===== src/rtl/uart_rx_frame_ctrl.sv =====
// uart_rx_frame_ctrl: finds SOF/LEN/payload/XOR-checksum frames in a byte stream.
// It passes payload bytes through with a last marker, issues ok/err verdict pulses,
// and drops a stalled frame after an inter-byte timeout.
module uart_rx_frame_ctrl #(
   parameter int unsigned           DATA_WIDTH     = 8,
   parameter int unsigned           MAX_LEN        = 64,
   parameter logic [DATA_WIDTH-1:0] SOF_BYTE       = 8'hA5,
   parameter int unsigned           TIMEOUT_CYCLES = 130208
) (
   input  logic                  clk,
   input  logic                  rst,
   input  logic [DATA_WIDTH-1:0] in_data,
   input  logic                  in_valid,
   output logic                  in_ready,
   output logic [DATA_WIDTH-1:0] out_data,
   output logic                  out_valid,
   input  logic                  out_ready,
   output logic                  out_last,
   output logic                  frame_ok,
   output logic                  frame_err,
   output logic [1:0]            err_code,
   output logic [7:0]            frame_len,
   output logic [15:0]           err_cnt,
   output logic                  busy
);

   localparam int unsigned TW = (TIMEOUT_CYCLES > 2) ? $clog2(TIMEOUT_CYCLES) : 1;
   localparam logic [TW-1:0]         TMAX      = TW'(TIMEOUT_CYCLES - 1);
   localparam logic [DATA_WIDTH-1:0] MAX_LEN_B = DATA_WIDTH'(MAX_LEN);

   typedef enum logic [1:0] {IDLE, LEN, PAYLOAD, CSUM} state_t;

   state_t                state, next_state;
   logic [DATA_WIDTH-1:0] len_reg, cnt, csum;
   logic [TW-1:0]         tcnt;
   logic                  accept, timeout, set_ok, set_err, len_good;
   logic [1:0]            code_nxt;

   assign busy = (state != IDLE);

   // State register.
   always_ff @(posedge clk) begin
      if (rst) state <= IDLE;
      else     state <= next_state;
   end

   // Next-state, handshake and pass-through decode; everything is held off during reset.
   always_comb begin
      next_state = state;
      in_ready   = 1'b0;
      out_valid  = 1'b0;
      out_data   = in_data;
      out_last   = 1'b0;
      set_ok     = 1'b0;
      set_err    = 1'b0;
      code_nxt   = err_code;
      len_good   = 1'b0;
      accept     = 1'b0;
      timeout    = (state != IDLE) && !in_valid && (tcnt == TMAX);
      if (!rst) begin
         case (state)
            IDLE:    in_ready = 1'b1;
            LEN:     in_ready = 1'b1;
            PAYLOAD: begin
               in_ready  = out_ready;
               out_valid = in_valid;
               out_last  = (cnt == DATA_WIDTH'(len_reg - 1'b1));
            end
            CSUM:    in_ready = 1'b1;
            default: in_ready = 1'b0;
         endcase
         accept = in_valid && in_ready;
         case (state)
            IDLE: begin
               if (accept && in_data == SOF_BYTE) next_state = LEN;
            end
            LEN: begin
               if (accept) begin
                  if (in_data == '0 || in_data > MAX_LEN_B) begin
                     set_err    = 1'b1;
                     code_nxt   = 2'd1;
                     next_state = IDLE;
                  end else begin
                     len_good   = 1'b1;
                     next_state = PAYLOAD;
                  end
               end else if (timeout) begin
                  set_err    = 1'b1;
                  code_nxt   = 2'd3;
                  next_state = IDLE;
               end
            end
            PAYLOAD: begin
               if (accept) begin
                  if (out_last) next_state = CSUM;
               end else if (timeout) begin
                  set_err    = 1'b1;
                  code_nxt   = 2'd3;
                  next_state = IDLE;
               end
            end
            CSUM: begin
               if (accept) begin
                  if (in_data == csum) begin
                     set_ok   = 1'b1;
                     code_nxt = 2'd0;
                  end else begin
                     set_err  = 1'b1;
                     code_nxt = 2'd2;
                  end
                  next_state = IDLE;
               end else if (timeout) begin
                  set_err    = 1'b1;
                  code_nxt   = 2'd3;
                  next_state = IDLE;
               end
            end
            default: next_state = IDLE;
         endcase
      end
   end

   // Frame datapath: length, payload count, running checksum and inter-byte timer.
   always_ff @(posedge clk) begin
      if (rst) begin
         len_reg <= '0;
         cnt     <= '0;
         csum    <= '0;
         tcnt    <= '0;
      end else begin
         // Timer only runs inside a frame and only while the source is idle.
         if (accept || state == IDLE || next_state == IDLE) tcnt <= '0;
         else if (!in_valid)                                 tcnt <= tcnt + TW'(1);
         if (len_good) begin
            len_reg <= in_data;
            cnt     <= '0;
            csum    <= in_data;
         end else if (accept && state == PAYLOAD) begin
            cnt  <= cnt + 1'b1;
            csum <= csum ^ in_data;
         end
      end
   end

   // Registered verdict pulses, sticky status and saturating error counter.
   always_ff @(posedge clk) begin
      if (rst) begin
         frame_ok  <= 1'b0;
         frame_err <= 1'b0;
         err_code  <= '0;
         frame_len <= '0;
         err_cnt   <= '0;
      end else begin
         frame_ok  <= set_ok;
         frame_err <= set_err;
         if (set_ok || set_err)          err_code  <= code_nxt;
         if (len_good)                   frame_len <= in_data;
         if (set_err && err_cnt != '1)   err_cnt   <= err_cnt + 16'd1;
      end
   end

endmodule


===== config.mk =====
export PLATFORM = sky130hd
export DESIGN_NAME = uart_rx_frame_ctrl
export DESIGN_NICKNAME = d
export VERILOG_FILES = /design/src/rtl/uart_rx_frame_ctrl.sv
export SDC_FILE = /design/constraint.sdc
export NUM_CORES = 1
export LEC_CHECK = 0
export ABC_CLOCK_PERIOD_IN_PS = 2550
export CAP_MARGIN = 0
export CORE_AREA = 4 4 97 99
export CTS_CLUSTER_SIZE = 16
export DETAILED_ROUTE_END_ITERATION = 16
export DIE_AREA = 0 0 101 103
export GPL_TIMING_DRIVEN = 0
export PLACE_DENSITY = 0.66
export SYNTH_ARGS = -nofsm -noshare
export SYNTH_HDL_FRONTEND = slang
export SYNTH_SLANG_ARGS = --single-unit

===== constraint.sdc =====
create_clock -name clk -period 2.55 [get_ports clk]
set_clock_uncertainty 0.05 [all_clocks]
set_input_delay 0.51 -clock clk [delete_from_list [all_inputs] [get_ports clk]]
set_output_delay 0.51 -clock clk [all_outputs]
set_load 0.01 [all_outputs]

==> flow_summary_export.csv, run 1 <==
group,metric,value,unit
run_status,outcome,"finished, violations left",
run_status,violations,"negative setup slack",
power_and_ir_drop,p_clk_share,44.0,%
synthesis,yosysTopAreaCell,"dfxtp_1",
clock_network,ctsHtreeMaxLevel,3,
power_and_ir_drop,switching_share,23.10,%
cells_and_area,final_area,0.004429,mm²
synthesis,syn_inst,404,
critical_path,required,1.99,ns
timing,finalWorstSetupSlack,-0.06300,ns
grt,gr-usage-met1,21.48,%
floorplanning,num_io_pins,52,
cells_and_area,nFillCells,777,
floorplanning,initial_core_util,39.36,%
grt,grtUsageTotal,17.06,%
critical_path,cp.arrival,2.05,ns
synthesis,yosysWarningCount,0,
synthesis,synth_area,0.003366,mm²
floorplanning,die_x,101,µm
floorplanning,die_height,103,µm
critical_path,crit_fanout,5,
power_and_ir_drop,p_int,1485,µW
grt,grt_pass1_wl,14190,µm
timing,timing.slew.headroom,63.23,%
routing,drc,0,
timing,max_freq,382.7,MHz
routing,drt-total-wl,8826,µm
critical_path,cp-start-kind,"flop",
grt,use_met3,4.736,%
power_and_ir_drop,total_leakage_power,0.001592,µW
cells_and_area,areaGrowthSynthToFinish,31.60,%
power_and_ir_drop,power_density,436.0,mW/mm²
timing,rsz0062_at_grt,"yes",
job,drv_cap,0,
grt,grt_remaining_overflow,0,
cells_and_area,multi_input_area,0.002058,mm²
hold_path,hold_class,"reg -> reg",
clock_network,clock_sinks,63,
routing,drt_iter0_markers,162,
placement,place_hpwl,6158,µm
synthesis,synthTopCellsByArea,"dfxtp_1 (37%), nor2_1 (5.8%), xnor2_1 (5.5%), xor2_1 (4.4%), a21oi_1 (4.0%)",
routing,wl_per_cell,14.91,µm
synthesis,synth.most_common_cell,"dfxtp_1",
clock_network,tritoncts,"yes",
routing,vias,3213,
cells_and_area,regArea,0.001270,mm²
critical_path,cp_slowest_stage_delay,0.37,ns
grt,grt_max_degree,11,
cells_and_area,final_core_util,51.80,%
power_and_ir_drop,ir_worst_vdd,0.1881,mV
timing,fin_crit_sh,102.5,%
synthesis,syn-num-nets,420,
grt,grt_pass1_vias,3029,
grt,antenna_found_initial,0,
synthesis,synth_edf_count,0,
clock_network,hold_buffers,0,
timing,fin_tns_setup,-0.06300,ns
clock_network,path_clk_slew,0.07,ns
timing,whs,0.4558,ns
synthesis,avgSynthCellArea,8.331,µm²
grt,grt_use_met2,27.65,%
cells_and_area,antenna_cells,0,
synthesis,synth_top_area_share,37.47,%
critical_path,crit_slowest_cell,"dfxtp_4",
synthesis,synthArstFlopShare,0,%
timing,setup-violations-final,1,
power_and_ir_drop,seqPwrFrac,50.8,%
power_and_ir_drop,power_frac_comb,5.2,%
critical_path,end_kind,"output port",
synthesis,ys_seq_area_share,37.47,%
cells_and_area,drive_gt1_share,15.29,%
critical_path,path_class,"reg -> out",
floorplanning,die-area,0.01040,mm²
routing,drtPass1Iterations,4,
synthesis,ys_seq_elements,63,
synthesis,ys.flop_type,"dfxtp_1",
routing,ant_nets,0,
critical_path,crit_top_cell,"nor3_2",
timing,timing_max_transition_violations_final,0,
routing,routed_via_density,5.427,
power_and_ir_drop,p_switching,446.0,µW
cells_and_area,nets,495,
critical_path,cp_cell_sequence,"nor2_4 > and3b_2 > mux2_2 > nor3b_4 > nor3_2 > nor3_2 > buf_2",
clock_network,clkLatencyLatePin,0.35,ns
floorplanning,core-area,0.008551,mm²
clock_network,numCtsBuffers,9,
clock_network,cts-root-buf,"clkbuf_8",
placement,place_congestion,0.8378,
timing,worstMarginPinSlew,0.5516,ns
placement,post_dp_cell_area,0.004011,mm²
synthesis,synthDistinctLibCells,55,
timing,fin_crit,2.613,ns
grt,busiest_layer,"met2",
synthesis,synth_commonest_cells,"dfxtp_1 (63), nor2_1 (52), nand2_1 (28), a21oi_1 (27), xnor2_1 (21)",
clock_network,clockBufferDepth,2,
placement,io_buffers,51,
floorplanning,rows,34,
timing,hold_viol_final,0,
final timing paths:
kind	from	end	slack [ns]	depth (start not counted)
worst max-delay path	frame_len[0]	out_last	-0.06	7
worst min-delay path	cnt[1]	cnt[1]	0.46	2
worst min register to register	cnt[1]	cnt[1]	0.46	2
worst max register to register	state[0]	err_cnt[11]	0.16	8
what timing repair did:
action | 4_1_cts | 5_1_grt
endpoints found under the setup margin | 44 | 38
setup buffers | 4 | 9
resized for setup | 32 | 22
pin swaps | 3 | 9
per-stage QoR:
step / cells / setup WS (ns) / power [µW]
global route: 592 / -0.1652 / 1995
floorplan: 404 / 0.2343 / 1051
CTS: 583 / -0.1304 / 1945
finish: 592 / -0.06300 / 1931
global placement: 563 / -0.6457 / 1107
detailed placement: 563 / -0.6237 / 1107
sequential cells by signal, summed over array words and instances (netlist names):
signal,count
frame_len,8
csum,8
frame_ok,1
err_cnt,16
tcnt,17
frame_err,1
cnt,8
err_code,2
state,2
cells by family (layout without fill, tap and decap cells):
kind of cell | Yosys count | after routing | share of synthesized area, %
flops | 63 | 63 | 37.47
mux | 10 | 10 | 3.048
fa+ha+maj | 4 | 4 | 1.487
buf+inv | 31 | 111 | 4.758
xor+xnor | 38 | 38 | 9.888
simple gates | 182 | 182 | 29.00
compound gates | 76 | 76 | 14.35
worst max-delay path: cells and delay by family, from the launching register on:
kind,cells,cell delay (ns)
mux,1,0.36
buf+inv,1,0.15
flops,1,0.37
simple gates,5,0.81
layout by cell type, fill, tap and decap left out, types with 3 or more instances in the layout:
master           instances
dfxtp_1                 60
nor2_1                  49
clkdlybuf4s50_1         38
nand2_1                 28
a21oi_1                 27
buf_4                   25
xnor2_1                 21
nand3_1                 18
xor2_1                  17
nand4_1                 17
o21ai_0                 16
clkbuf_8                13
dlygate4sd2_1           10
or3_1                    9
a31oi_1                  8
mux2i_1                  8
inv_1                    7
clkbuf_1                 7
nor3_1                   7
and3_1                   7
o31ai_1                  7
or4_1                    5
buf_2                    4
nor4_1                   3
nor3_2                   3
and4b_1                  3
o21bai_1                 3
and2_1                   3
nor2b_1                  3
ha_1                     3
metal layers:
layer,wire length (µm),part of all wire (%)
met5,0,0
met2,4071,46
met3,542,6.1
met1,4028,46
met4,183,2.1
power by group through the flow:
stage          combinational [µW]  clock, µW  sequential (µW)
3_5_place_dp                  101          0             1010
5_1_grt                       109        906              981
3_3_place_gp                  101          0             1010
4_1_cts                      98.4        864              982
6_report                      100        849              981
2_1_floorplan                44.9          0             1010
layout make-up:
type | instances | share of cell area [%]
Multi-Input combinational cell | 310 | 46.47
Sequential cell | 63 | 28.67
Timing Repair Buffer | 64 | 13.45
Clock buffer | 14 | 4.124
Buffer | 24 | 3.362
Tap cell | 108 | 3.051
Inverter | 7 | 0.5932
Clock inverter | 2 | 0.2825
(Power assumes the default switching activity.)
==> run 2: changes to the inputs <==
--- a/config.mk
+++ b/config.mk
@@ -7,12 +7,12 @@
 export LEC_CHECK = 0
 export ABC_CLOCK_PERIOD_IN_PS = 2550
 export CAP_MARGIN = 0
-export CORE_AREA = 4 4 97 99
+export CORE_AREA = 4 4 90 92
 export CTS_CLUSTER_SIZE = 16
 export DETAILED_ROUTE_END_ITERATION = 16
-export DIE_AREA = 0 0 101 103
+export DIE_AREA = 0 0 94 96
 export GPL_TIMING_DRIVEN = 0
-export PLACE_DENSITY = 0.66
+export PLACE_DENSITY = 0.75
 export SYNTH_ARGS = -nofsm -noshare
 export SYNTH_HDL_FRONTEND = slang
 export SYNTH_SLANG_ARGS = --single-unit
==> run 2 against run 1 <==
  * Combinational power barely moved
  * Highest routed layer unchanged
  * First-iteration DRC count rose by 2.5%
  * Wire length fell by 3.4%
  * The flow still finishes with violations (negative setup slack)
  * Register-to-register slack improved by 0.03 ns
  * Total power fell by 6.7%
  * Sequential power barely moved
  * Sequential share of layout area rose by 0.61 points
==> flow_summary_export.csv, run 2 (same netlist as run 1, synthesis figures left out) <==
group,metric,value,unit
floorplanning,core-area,0.007214,mm²
power_and_ir_drop,power_density,416.0,mW/mm²
critical_path,cp-start-kind,"flop",
routing,ant_nets,0,
critical_path,path_class,"reg -> out",
cells_and_area,largest-register,"tcnt",
clock_network,path_clk_slew,0.07,ns
floorplanning,die_height,96,µm
timing,timing.slew.headroom,66.05,%
floorplanning,num_io_pins,52,
grt,grt_pass1_vias,3066,
routing,routed_via_density,5.497,
timing,fin_crit_sh,102.6,%
clock_network,clockBufferDepth,2,
floorplanning,die_x,94,µm
power_and_ir_drop,ir_worst_vdd,0.2590,mV
clock_network,ctsHtreeMaxLevel,3,
power_and_ir_drop,p_clk_share,39.9,%
floorplanning,die-area,0.009024,mm²
timing,finalWorstSetupSlack,-0.06606,ns
routing,vias,3161,
placement,pre_cts_ws,-0.6374,ns
power_and_ir_drop,p_switching,413.5,µW
critical_path,timing.rr.start,"tcnt[5]",
clock_network,tritoncts,"yes",
power_and_ir_drop,p_int,1387,µW
routing,drc,0,
clock_network,hold_buffers,0,
critical_path,cp.arrival,2.06,ns
routing,drtPass1Iterations,4,
cells_and_area,largest_reg_flops,17,
clock_network,numCtsBuffers,9,
routing,drt_iter0_markers,166,
clock_network,cts-root-buf,"clkbuf_8",
power_and_ir_drop,switching_share,22.96,%
cells_and_area,final_common_cell,"dfxtp_1",
cells_and_area,nets,490,
clock_network,clkLatencyLatePin,0.34,ns
critical_path,end_kind,"output port",
grt,grt_max_degree,11,
timing,timing_max_transition_violations_final,0,
cells_and_area,nFillCells,661,
timing,setup-violations-final,1,
cells_and_area,regArea,0.001267,mm²
cells_and_area,antenna_cells,0,
timing,whs,0.4446,ns
critical_path,critical_path.startpoint,"frame_len[3]",
critical_path,required,1.99,ns
run_status,violations,"negative setup slack",
hold_path,worstHoldStart,"err_cnt[10]",
placement,io_buffers,51,
run_status,outcome,"finished, violations left",
floorplanning,initial_core_util,46.65,%
routing,wl_per_cell,14.82,µm
grt,grt_pass1_wl,13980,µm
timing,hold_viol_final,0,
clock_network,clock_sinks,63,
power_and_ir_drop,total_leakage_power,0.001557,µW
timing,max_freq,382.3,MHz
timing,worstMarginPinSlew,0.5092,ns
cells_and_area,final_cell_mix,"dfxtp_1 (60), nor2_1 (51), clkdlybuf4s50_1 (38), nand2_1 (28), a21oi_1 (26)",
floorplanning,rows,31,
placement,place_hpwl,6062,µm
cells_and_area,drive_gt1_share,14.92,%
power_and_ir_drop,power_frac_comb,5.5,%
grt,antenna_found_initial,0,
grt,grtUsageTotal,19.31,%
power_and_ir_drop,seqPwrFrac,54.6,%
placement,place_congestion,0.8146,
timing,fin_crit,2.616,ns
routing,drt-total-wl,8522,µm
timing,rsz0062_at_grt,"yes",
grt,grt_remaining_overflow,0,
job,drv_cap,0,
cells_and_area,areaGrowthSynthToFinish,28.62,%
critical_path,crit_fanout,4,
cells_and_area,multi_input_area,0.002054,mm²
hold_path,hold_class,"reg -> reg",
cells_and_area,largestRegisters,"tcnt (17), err_cnt (16)",
## run 2: layout make-up
class / count / share of cell area (%)
Clock buffer: 11 / 3.266
Clock inverter: 2 / 0.2312
Timing Repair Buffer: 59 / 12.83
Tap cell: 99 / 2.861
Multi-Input combinational cell: 310 / 47.46
Inverter: 7 / 0.6069
Sequential cell: 63 / 29.28
Buffer: 24 / 3.468
## run 2: metrics by stage
step / setup TNS, ns / cell area [µm²] / utilization, % / power (µW) / cells
floorplan: 0 / 3366 / - / 1051 / 404
global placement: -22.58 / 4000 / 55.45 / 1106 / 554
detailed placement: -23.50 / 4000 / 55.45 / 1108 / 554
CTS: -0.1330 / 4237 / 58.72 / 1811 / 571
global route: -0.1502 / 4329 / 60.01 / 1865 / 575
finish: -0.06606 / 4329 / 60.01 / 1801 / 575
## run 2: final timing paths
path | cells after the start | slack, ns | end
hold reg to reg | 2 | 0.44 | err_cnt[10]
setup / recovery | 7 | -0.07 | out_last
hold / removal | 2 | 0.44 | err_cnt[10]
setup reg to reg | 7 | 0.19 | err_cnt[11]
## run 2: metal layers
layer / global-route usage, % / part of all wire [%]
met3: 4.222 / 6.1
met1: 23.52 / 45
met2: 32.53 / 48
met5: 0 / 0
met4: 9.025 / 1.1
## run 2: power by group through the flow
stage                     Sequential, µW  Clock (µW)  Combinational, µW
after CTS                            983         729               99.3
after detailed placement            1010           0                102
after floorplan                     1010           0               44.9
final                                983         718               99.7
after global routing                 982         774                109
after global placement              1010           0                100
## run 2: what timing repair did
action | in CTS | in global routing
hold endpoints to repair | 0 | 0
gates cloned | 0 | 1
setup endpoints to repair | 43 | 46
setup buffers | 4 | 3
resized for setup | 32 | 23
pin swaps | 6 | 7
## run 2: worst max-delay path, cell delays in order, from the launching register on
cell and delay [ns]:
dfxtp_1 0.37, nor2_2 0.19, and3b_2 0.25, mux2_2 0.35
nor3b_2 0.18, nor3_1 0.09, nor3_2 0.13, buf_2 0.16
==> run 3: changes to the inputs <==
--- a/config.mk
+++ b/config.mk
@@ -5,14 +5,15 @@
 export SDC_FILE = /design/constraint.sdc
 export NUM_CORES = 1
 export LEC_CHECK = 0
-export ABC_CLOCK_PERIOD_IN_PS = 2550
+export ABC_CLOCK_PERIOD_IN_PS = 2400
 export CAP_MARGIN = 0
 export CORE_AREA = 4 4 90 92
 export CTS_CLUSTER_SIZE = 16
 export DETAILED_ROUTE_END_ITERATION = 16
 export DIE_AREA = 0 0 94 96
 export GPL_TIMING_DRIVEN = 0
-export PLACE_DENSITY = 0.75
+export PLACE_DENSITY = 0.78
+export REMOVE_ABC_BUFFERS = 1
 export SYNTH_ARGS = -nofsm -noshare
 export SYNTH_HDL_FRONTEND = slang
 export SYNTH_SLANG_ARGS = --single-unit
==> constraint.sdc (replaced) <==
create_clock -name clk -period 2.4 [get_ports clk]
set_clock_uncertainty 0.05 [all_clocks]
set_input_delay 0.48 -clock clk [delete_from_list [all_inputs] [get_ports clk]]
set_output_delay 0.48 -clock clk [all_outputs]
set_load 0.01 [all_outputs]
==> run 3 against run 2 <==
  * The run still ends with negative setup slack left
  * Count of clock-buffer cells in the layout shrank 1
  * Hold slack better by 0.0027 ns
  * Combinational power down 3.0%
  * Critical path depth grew 1
  * Utilization increased by 3.2 points
  * Worst setup slack lost 0.078 ns
  * Highest routed layer unchanged
==> flow_summary_export.csv, run 3 (same netlist as run 1, synthesis figures left out) <==
group,metric,value,unit
run_status,outcome,"finished, violations left",
run_status,violations,"negative setup slack",
placement,pre_cts_ws,-1.551,ns
timing,fin_crit_sh,106.0,%
routing,ant_nets,0,
cells_and_area,areaGrowthSynthToFinish,35.46,%
timing,hold_viol_final,0,
placement,place_congestion,0.8201,
cells_and_area,nets,487,
grt,grtUsageTotal,20.26,%
routing,vias,3311,
routing,drtPass1Iterations,5,
grt,grt_pass1_wl,14660,µm
cells_and_area,largest-register,"tcnt",
timing,max_freq,393.1,MHz
cells_and_area,stdcell_count,575,
floorplanning,initial_core_util,46.65,%
grt,grt_pass1_vias,3118,
power_and_ir_drop,total_leakage_power,0.001632,µW
clock_network,path_clk_slew,0.08,ns
critical_path,crit_fanout,4,
grt,grt_remaining_overflow,0,
cells_and_area,final_cell_mix,"dfxtp_1 (51), nor2_1 (50), clkdlybuf4s50_1 (39)",
routing,drt_iter0_markers,201,
floorplanning,num_io_pins,52,
routing,routed_via_density,5.758,
timing,timing.slew.headroom,60.08,%
cells_and_area,final_common_cell,"dfxtp_1",
placement,place_hpwl,5386,µm
cells_and_area,largestRegisters,"tcnt (17), err_cnt (16)",
clock_network,cts-root-buf,"clkbuf_8",
routing,drt-total-wl,8923,µm
cells_and_area,antenna_cells,0,
floorplanning,die_height,96,µm
clock_network,hold_buffers,0,
critical_path,required,1.87,ns
floorplanning,die-area,0.009024,mm²
clock_network,clock_sinks,63,
floorplanning,rows,31,
cells_and_area,drive_gt1_share,22.69,%
critical_path,end_kind,"output port",
cells_and_area,largest_reg_flops,17,
timing,timing_max_transition_violations_final,0,
power_and_ir_drop,power_density,452.4,mW/mm²
power_and_ir_drop,ir_worst_vdd,0.2969,mV
timing,fin_crit,2.544,ns
routing,drc,0,
grt,grt_max_degree,35,
timing,rsz0062_at_grt,"yes",
placement,io_buffers,51,
clock_network,ctsHtreeMaxLevel,3,
grt,antenna_found_initial,0,
floorplanning,core-area,0.007214,mm²
clock_network,clkLatencyLatePin,0.34,ns
placement,place_inst,530,
timing,finalWorstSetupSlack,-0.1438,ns
timing,worstMarginPinSlew,0.5988,ns
critical_path,cp-start-kind,"flop",
clock_network,clockBufferDepth,2,
clock_network,tritoncts,"yes",
critical_path,path_class,"reg -> out",
routing,wl_per_cell,15.52,µm
job,drv_cap,0,
timing,fin_tns_setup,-0.1438,ns
critical_path,cp.arrival,2.01,ns
hold_path,hold_class,"reg -> reg",
timing,setup-violations-final,1,
clock_network,numCtsBuffers,9,
floorplanning,die_x,94,µm
[run 3: final timing paths]
check                     from     endpoint  slack (ns)  cells after the start
setup / recovery  frame_len[0]     out_last       -0.14                      8
hold / removal     err_cnt[10]  err_cnt[10]        0.45                      2
setup reg to reg      state[0]   err_cnt[4]        0.04                      9
hold reg to reg    err_cnt[10]  err_cnt[10]        0.45                      2
[run 3: per-layer routing]
layer / routed length, µm / part of all wire (%) / GRT usage (%)
met2: 4372 / 49 / 33.77
met1: 3762 / 42 / 25.52
met4: 189 / 2.1 / 6.619
met5: 0 / 0 / 0
met3: 599 / 6.7 / 5.395
[run 3: repair_timing]
item | 4_1_cts | 5_1_grt
buffers inserted | 22 | 5
cloned | 2 | 0
pin swaps | 17 | 10
gates resized for setup | 77 | 30
endpoints found under the setup margin | 65 | 19
[run 3: power breakdown]
group	switching, µW	internal [µW]
sequential	0.165	1040
combinational	59.2	37.6
clock	425	502
[run 3: worst max-delay path: stages, from the launching register on]
cell     delay [ns]
dfxtp_4        0.39
inv_2          0.05
ha_4           0.16
a21oi_2        0.18
a211o_1        0.15
a32oi_2        0.10
or3_4          0.36
nor3_4         0.12
buf_2          0.15
[run 3: stage by stage]
stage / hold WS, ns / instance area (µm²) / power (µW) / utilization [%]
2_1_floorplan: 0.4226 / 3232 / 1094 / -
3_3_place_gp: 0.4332 / 3866 / 1161 / 53.59
3_5_place_dp: 0.4412 / 3877 / 1162 / 53.75
4_1_cts: 0.4514 / 4472 / 2074 / 61.98
5_1_grt: 0.4700 / 4559 / 2141 / 63.20
6_report: 0.4474 / 4559 / 2063 / 63.20
[run 3: cell type report]
cell class                      count  area [µm²]
Clock buffer                       10       137.6
Clock inverter                      6       60.06
Fill cell                         579        2655
Inverter                            7       26.28
Multi-Input combinational cell    312        2230
Sequential cell                    63        1289
Tap cell                           99       123.9
Timing Repair Buffer               78       693.2
